--- src/rtl/pipe_flow_ctrl_if.sv ---
// Pipeline-control bundle: hazard/MDU/M-stage status from the datapath, stage strobes back.
// The datapath side is the master; the flow controller is the slave.
interface pipe_flow_ctrl_if;
    logic D_hazard;
    logic D_is_md;
    logic E_md_start;
    logic E_md_is_div;
    logic M_valid;
    logic M_exc;
    logic M_eret;
    logic irq;

    logic F_en;
    logic D_en;
    logic E_bubble;
    logic req;
    logic eret_flush;
    logic md_busy;
    logic irq_pend;

    modport master (
        output D_hazard, D_is_md, E_md_start, E_md_is_div, M_valid, M_exc, M_eret, irq,
        input  F_en, D_en, E_bubble, req, eret_flush, md_busy, irq_pend
    );

    modport slave (
        input  D_hazard, D_is_md, E_md_start, E_md_is_div, M_valid, M_exc, M_eret, irq,
        output F_en, D_en, E_bubble, req, eret_flush, md_busy, irq_pend
    );
endinterface

--- src/rtl/pipe_flow_ctrl.sv ---
// Stall/flush/exception sequencer for the five-stage pipeline: MDU busy countdown,
// pending-interrupt latch and the per-stage enable/bubble/flush strobes.
module pipe_flow_ctrl #(
    parameter int unsigned MULT_CYC = 5,
    parameter int unsigned DIV_CYC  = 10,
    parameter int unsigned CNT_W    = 4
) (
    input logic             clk,
    input logic             reset,
    pipe_flow_ctrl_if.slave ctrl_io
);

    typedef enum logic [1:0] {
        StIdle,
        StMult,
        StDiv
    } md_state_e;

    md_state_e        state_q, state_d;
    logic [CNT_W-1:0] cnt_q, cnt_d;
    logic             irq_pend_q, irq_pend_d;

    logic req;
    logic start_ok;
    logic stall;

    // An interrupt already latched or arriving this cycle is taken by the first real M instruction.
    assign req      = ctrl_io.M_valid & (ctrl_io.M_exc | irq_pend_q | ctrl_io.irq);
    // An instruction being flushed must not launch the MDU.
    assign start_ok = ctrl_io.E_md_start & ~req;

    always_ff @(posedge clk) begin
        if (reset) begin
            state_q    <= StIdle;
            cnt_q      <= '0;
            irq_pend_q <= 1'b0;
        end else begin
            state_q    <= state_d;
            cnt_q      <= cnt_d;
            irq_pend_q <= irq_pend_d;
        end
    end

    always_comb begin
        state_d = state_q;
        cnt_d   = cnt_q;
        unique case (state_q)
            StIdle: begin
                if (start_ok) begin
                    if (ctrl_io.E_md_is_div) begin
                        state_d = StDiv;
                        cnt_d   = CNT_W'(DIV_CYC);
                    end else begin
                        state_d = StMult;
                        cnt_d   = CNT_W'(MULT_CYC);
                    end
                end
            end
            StMult, StDiv: begin
                // Keeps counting through a flush so HI/LO still complete.
                cnt_d = cnt_q - CNT_W'(1);
                if (cnt_q == CNT_W'(1)) begin
                    state_d = StIdle;
                end
            end
            default: begin
                state_d = StIdle;
                cnt_d   = '0;
            end
        endcase
    end

    always_comb begin
        irq_pend_d = irq_pend_q;
        if (req) begin
            irq_pend_d = 1'b0;
        end else if (ctrl_io.irq && !irq_pend_q) begin
            irq_pend_d = 1'b1;
        end
    end

    always_comb begin
        ctrl_io.md_busy    = start_ok | (cnt_q != '0);
        stall              = ctrl_io.D_hazard | (ctrl_io.D_is_md & ctrl_io.md_busy);
        ctrl_io.req        = req;
        ctrl_io.irq_pend   = irq_pend_q;
        ctrl_io.eret_flush = ctrl_io.M_eret & ctrl_io.M_valid & ~req;
        ctrl_io.F_en       = ~stall;
        ctrl_io.D_en       = ~stall;
        ctrl_io.E_bubble   = stall;
        // Flush wins over stall: everything advances, D/E gets a NOP.
        if (req) begin
            ctrl_io.F_en     = 1'b1;
            ctrl_io.D_en     = 1'b1;
            ctrl_io.E_bubble = 1'b1;
        end
    end

endmodule

--- src/flat_wrapper.sv ---
// flat-port wrapper written by rule: the top's interface ports become plain ports
module pipe_flow_ctrl_flat 
#(
    parameter int unsigned MULT_CYC = 5,
    parameter int unsigned DIV_CYC  = 10,
    parameter int unsigned CNT_W    = 4
)
  (clk, reset, ctrl_io_D_hazard, ctrl_io_D_is_md, ctrl_io_E_md_start, ctrl_io_E_md_is_div, ctrl_io_M_valid, ctrl_io_M_exc, ctrl_io_M_eret, ctrl_io_irq, ctrl_io_F_en, ctrl_io_D_en, ctrl_io_E_bubble, ctrl_io_req, ctrl_io_eret_flush, ctrl_io_md_busy, ctrl_io_irq_pend);
  pipe_flow_ctrl_if ctrl_io_i ();
  input logic clk;
  input logic reset;
  input wire logic [$bits(ctrl_io_i.D_hazard)-1:0] ctrl_io_D_hazard;
  input wire logic [$bits(ctrl_io_i.D_is_md)-1:0] ctrl_io_D_is_md;
  input wire logic [$bits(ctrl_io_i.E_md_start)-1:0] ctrl_io_E_md_start;
  input wire logic [$bits(ctrl_io_i.E_md_is_div)-1:0] ctrl_io_E_md_is_div;
  input wire logic [$bits(ctrl_io_i.M_valid)-1:0] ctrl_io_M_valid;
  input wire logic [$bits(ctrl_io_i.M_exc)-1:0] ctrl_io_M_exc;
  input wire logic [$bits(ctrl_io_i.M_eret)-1:0] ctrl_io_M_eret;
  input wire logic [$bits(ctrl_io_i.irq)-1:0] ctrl_io_irq;
  output wire logic [$bits(ctrl_io_i.F_en)-1:0] ctrl_io_F_en;
  output wire logic [$bits(ctrl_io_i.D_en)-1:0] ctrl_io_D_en;
  output wire logic [$bits(ctrl_io_i.E_bubble)-1:0] ctrl_io_E_bubble;
  output wire logic [$bits(ctrl_io_i.req)-1:0] ctrl_io_req;
  output wire logic [$bits(ctrl_io_i.eret_flush)-1:0] ctrl_io_eret_flush;
  output wire logic [$bits(ctrl_io_i.md_busy)-1:0] ctrl_io_md_busy;
  output wire logic [$bits(ctrl_io_i.irq_pend)-1:0] ctrl_io_irq_pend;
  assign ctrl_io_i.D_hazard = ctrl_io_D_hazard;
  assign ctrl_io_i.D_is_md = ctrl_io_D_is_md;
  assign ctrl_io_i.E_md_start = ctrl_io_E_md_start;
  assign ctrl_io_i.E_md_is_div = ctrl_io_E_md_is_div;
  assign ctrl_io_i.M_valid = ctrl_io_M_valid;
  assign ctrl_io_i.M_exc = ctrl_io_M_exc;
  assign ctrl_io_i.M_eret = ctrl_io_M_eret;
  assign ctrl_io_i.irq = ctrl_io_irq;
  assign ctrl_io_F_en = ctrl_io_i.F_en;
  assign ctrl_io_D_en = ctrl_io_i.D_en;
  assign ctrl_io_E_bubble = ctrl_io_i.E_bubble;
  assign ctrl_io_req = ctrl_io_i.req;
  assign ctrl_io_eret_flush = ctrl_io_i.eret_flush;
  assign ctrl_io_md_busy = ctrl_io_i.md_busy;
  assign ctrl_io_irq_pend = ctrl_io_i.irq_pend;
  pipe_flow_ctrl #(.MULT_CYC(MULT_CYC), .DIV_CYC(DIV_CYC), .CNT_W(CNT_W)) u_core (.clk(clk), .reset(reset), .ctrl_io(ctrl_io_i));
endmodule
--- config.mk ---
export PLATFORM = sky130hd
export DESIGN_NAME = pipe_flow_ctrl_flat
export DESIGN_NICKNAME = d
export VERILOG_FILES = /design/src/rtl/pipe_flow_ctrl_if.sv /design/src/rtl/pipe_flow_ctrl.sv /design/src/flat_wrapper.sv
export SDC_FILE = /design/constraint.sdc
export NUM_CORES = 1
export LEC_CHECK = 0
export CORE_AREA = 8 8 45 47
export CTS_BUF_LIST = sky130_fd_sc_hd__clkbuf_16
export CTS_CLUSTER_SIZE = 8
export DETAILED_ROUTE_END_ITERATION = 7
export DIE_AREA = 0 0 53 55
export GPL_ROUTABILITY_DRIVEN = 0
export GPL_TIMING_DRIVEN = 0
export PLACE_DENSITY_LB_ADDON = 0.05
export SLEW_MARGIN = 20
export SYNTH_ARGS = -nofsm -noshare
export SYNTH_HDL_FRONTEND = slang
export SYNTH_SLANG_ARGS = --single-unit
--- constraint.sdc ---
create_clock -name clk -period 1.85 [get_ports clk]
set_input_delay 0.2775 -clock clk [delete_from_list [all_inputs] [get_ports clk]]
set_output_delay 0.2775 -clock clk [all_outputs]
set_load 0.03 [all_outputs]
==> flow_metrics.tcl <==
set metrics [dict create \
    status "complete, no violations" \
    synth_top_area_share 0.2924 \
    seq_area_sq_um 146.4 \
    synth_top_area_cell "dfxtp_1" \
    vias 492 \
    grt_pass1_wl_mm 1.980 \
    hold_class "register to register" \
    die_height_um 55 \
    cts_htree_levels 1 \
    cts.reportedPaths.clkPinSlew_ns 0.03 \
    slew_viol_final 0 \
    ctsHoldBuffers 0 \
    min_period_over_period 0.9741 \
    io_pins 17 \
    numPortBuffers 16 \
    final_cell_mix "nand2_1, a21oi_1, clkdlybuf4s50_1" \
    finalHoldViolCount 0 \
    grt_max_degree 9 \
    critPathCaptureType "primary output" \
    worst_setup_path_start_kind "input pin" \
    numClockSinks 7 \
    drt_iter0_drc 5 \
    ir_drop_v 0.0006411 \
    p_sw_uw 339.0 \
    drive_above_1_share 0.2500 \
    period_needed_ns 1.802 \
    wl_mm 1.249 \
    power.density_nw_per_um2 1323 \
    layout_setup_ws_ns 0.04785 \
    num_antenna_cells 0 \
    combPwrFrac 0.411 \
    gr-total-overflow 0 \
    die_area_sq_um 2915 \
    p_sw_frac 0.3346 \
    fill_cells 134 \
    yosysSeqAreaShare 0.2924 \
    dpl.hpwl_um 910 \
    synthesis.instances 59 \
    via_per_inst 5.125 \
    setup_violations 0 \
    initial_core_util 0.3463 \
    timing.fmax_mhz 554.9 \
    antenna_found_initial 0 \
    multi_input_area_sq_um 331.6 \
    ant_nets 0 \
    required_ns 1.57 \
    grt_usage 0.09776 \
    cts_tree "built" \
    crit_type "input pin to primary output" \
    rsz0062_at_grt "false" \
    tightest_slew_ns 0.3107 \
    die_x_um 53 \
    synth_nets 73 \
    p_int_uw 674.0 \
    clock-root-buffer "clkbuf_16" \
    syn-cell-area_sq_um 479.2 \
    post-route-drc-count 0 \
    worst-path-max-fanout 4 \
    fin_worst_skew_ns 0.0008305 \
    clk_path_buf_depth 2 \
    synth.avg_cell_area_sq_um 8.122 \
    seq_power_share 0.229 \
    cts_buffers 3 \
    tns_ns 0 \
    synthToLayoutAreaGrowth_pct 59.79 \
    netlist-cell-type-count 27 \
    dr.pass1.iters 5 \
    synthTopCellsByArea "dfxtp_1, ha_1, a21oi_1" \
    yosysWarnings 0 \
    rows 14 \
    relSlewSlack 0.7922 \
    drv_cap 0 \
    p_leak_uw 0.0003293 \
    p_clk_frac 0.360 \
    worst_ep_arrival_time_ns 1.52 \
    dp_slack_ns -0.5768 \
    drt-wirelength-per-cell_um 13.01 \
    fin_nets 95 \
    core_sq_um 1384 \
    synth-seq-cells 7 \
    grt_pass1_vias 471 \
    clkLatencyLatePin_ns 0.23 \
]
==> registers in the layout (all words and copies together), names as in the netlist <==
name,cells
u_core.cnt_q,4
u_core.state_q,2
u_core.ctrl_io.irq_pend,1
==> cell type report <==
type                       instances  share of cell area
buffer                             2             0.02451
timing repair buffer              17              0.1977
multi-input combinational         45              0.4330
clock inverter                     1            0.004902
clock buffer                       3             0.09804
tap                               16             0.02614
inverter                           5             0.02451
sequential                         7              0.1912
==> routing by layer <==
| metal | track usage | wire [um] |
|---|---|---|
| met2 | 0.1426 | 502 |
| met4 | 0.09052 | 49 |
| met1 | 0.09105 | 522 |
| met5 | 0 | 0 |
| met3 | 0.06684 | 174 |
==> worst paths after layout <==
| check | start | to | depth (start not counted) | slack (ns) |
|---|---|---|---|---|
| worst max-delay path | ctrl_io_M_valid | ctrl_io_E_bubble | 5 | 0.05 |
| worst min-delay path | u_core.cnt_q[1] | u_core.cnt_q[1] | 2 | 0.48 |
| worst max register to register | u_core.ctrl_io.irq_pend | u_core.cnt_q[0] | 5 | 0.11 |
| worst min register to register | u_core.cnt_q[1] | u_core.cnt_q[1] | 2 | 0.48 |
==> stage by stage <==
step                cell area (sq um)  power (uW)  instances  hold WS [ns]    util
finish                          765.7        1013         96        0.4753  0.5533
global route                    765.7        1079         96        0.5211  0.5533
detailed placement              664.4       634.8         91        0.4817  0.4801
CTS                             764.5        1019         96        0.4698  0.5524
floorplan                       484.2       519.4         59        0.3466       -
global placement                664.4       632.7         91        0.4748  0.4801
==> cell usage after synthesis (all sizes together) <==
cell,n
a21oi,7
dfxtp,7
nand2,7
inv,5
ha,4
nor2,3
a211o,2
buf,2
mux2i,2
nand2b,2
nor2b,2
or3,2
a32oi,1
and3,1
and4b,1
nand3,1
nand3b,1
nor3,1
nor4,1
o21ai,1
o31a,1
o31ai,1
or2,1
or3b,1
or4b,1
xor2,1
==> worst max-delay path, cell delays in order <==
cell and delay [ns]:
clkdlybuf4s50_1 0.56, o31ai_4 0.11, buf_4 0.15, nand2_1 0.04, dlygate4sd2_1 0.39
==> kinds of logic (layout without fill, tap and decap cells) <==
kind of cell / Yosys count / count (layout) / share of synthesized area
AND/OR/NAND/NOR: 25 / 25 / 0.2924
AO/OA/AOI/OAI: 13 / 13 / 0.1723
flip-flops: 7 / 7 / 0.2924
buffers and inverters: 7 / 28 / 0.07834
adder cells (fa/ha/maj): 4 / 4 / 0.1044
multiplexers: 2 / 2 / 0.04178
XOR/XNOR: 1 / 1 / 0.01828
==> timing repair <==
action                                 in CTS  in global routing
pin swaps                                   2                  0
endpoints found under the hold margin       0                  0
setup buffers                               1                  0
gates cloned                                0                  0
resized for setup                          25                  6
setup endpoints to repair                   8                  4
==> power groups by stage <==
stage / sequential [uW] / combinational [uW] / clock (uW)
floorplan: 222 / 298 / 0
global placement: 227 / 405 / 0
detailed placement: 228 / 407 / 0
CTS: 230 / 414 / 375
global route: 238 / 456 / 385
finish: 232 / 416 / 365
No activity file was read; power rests on OpenSTA's default activity.
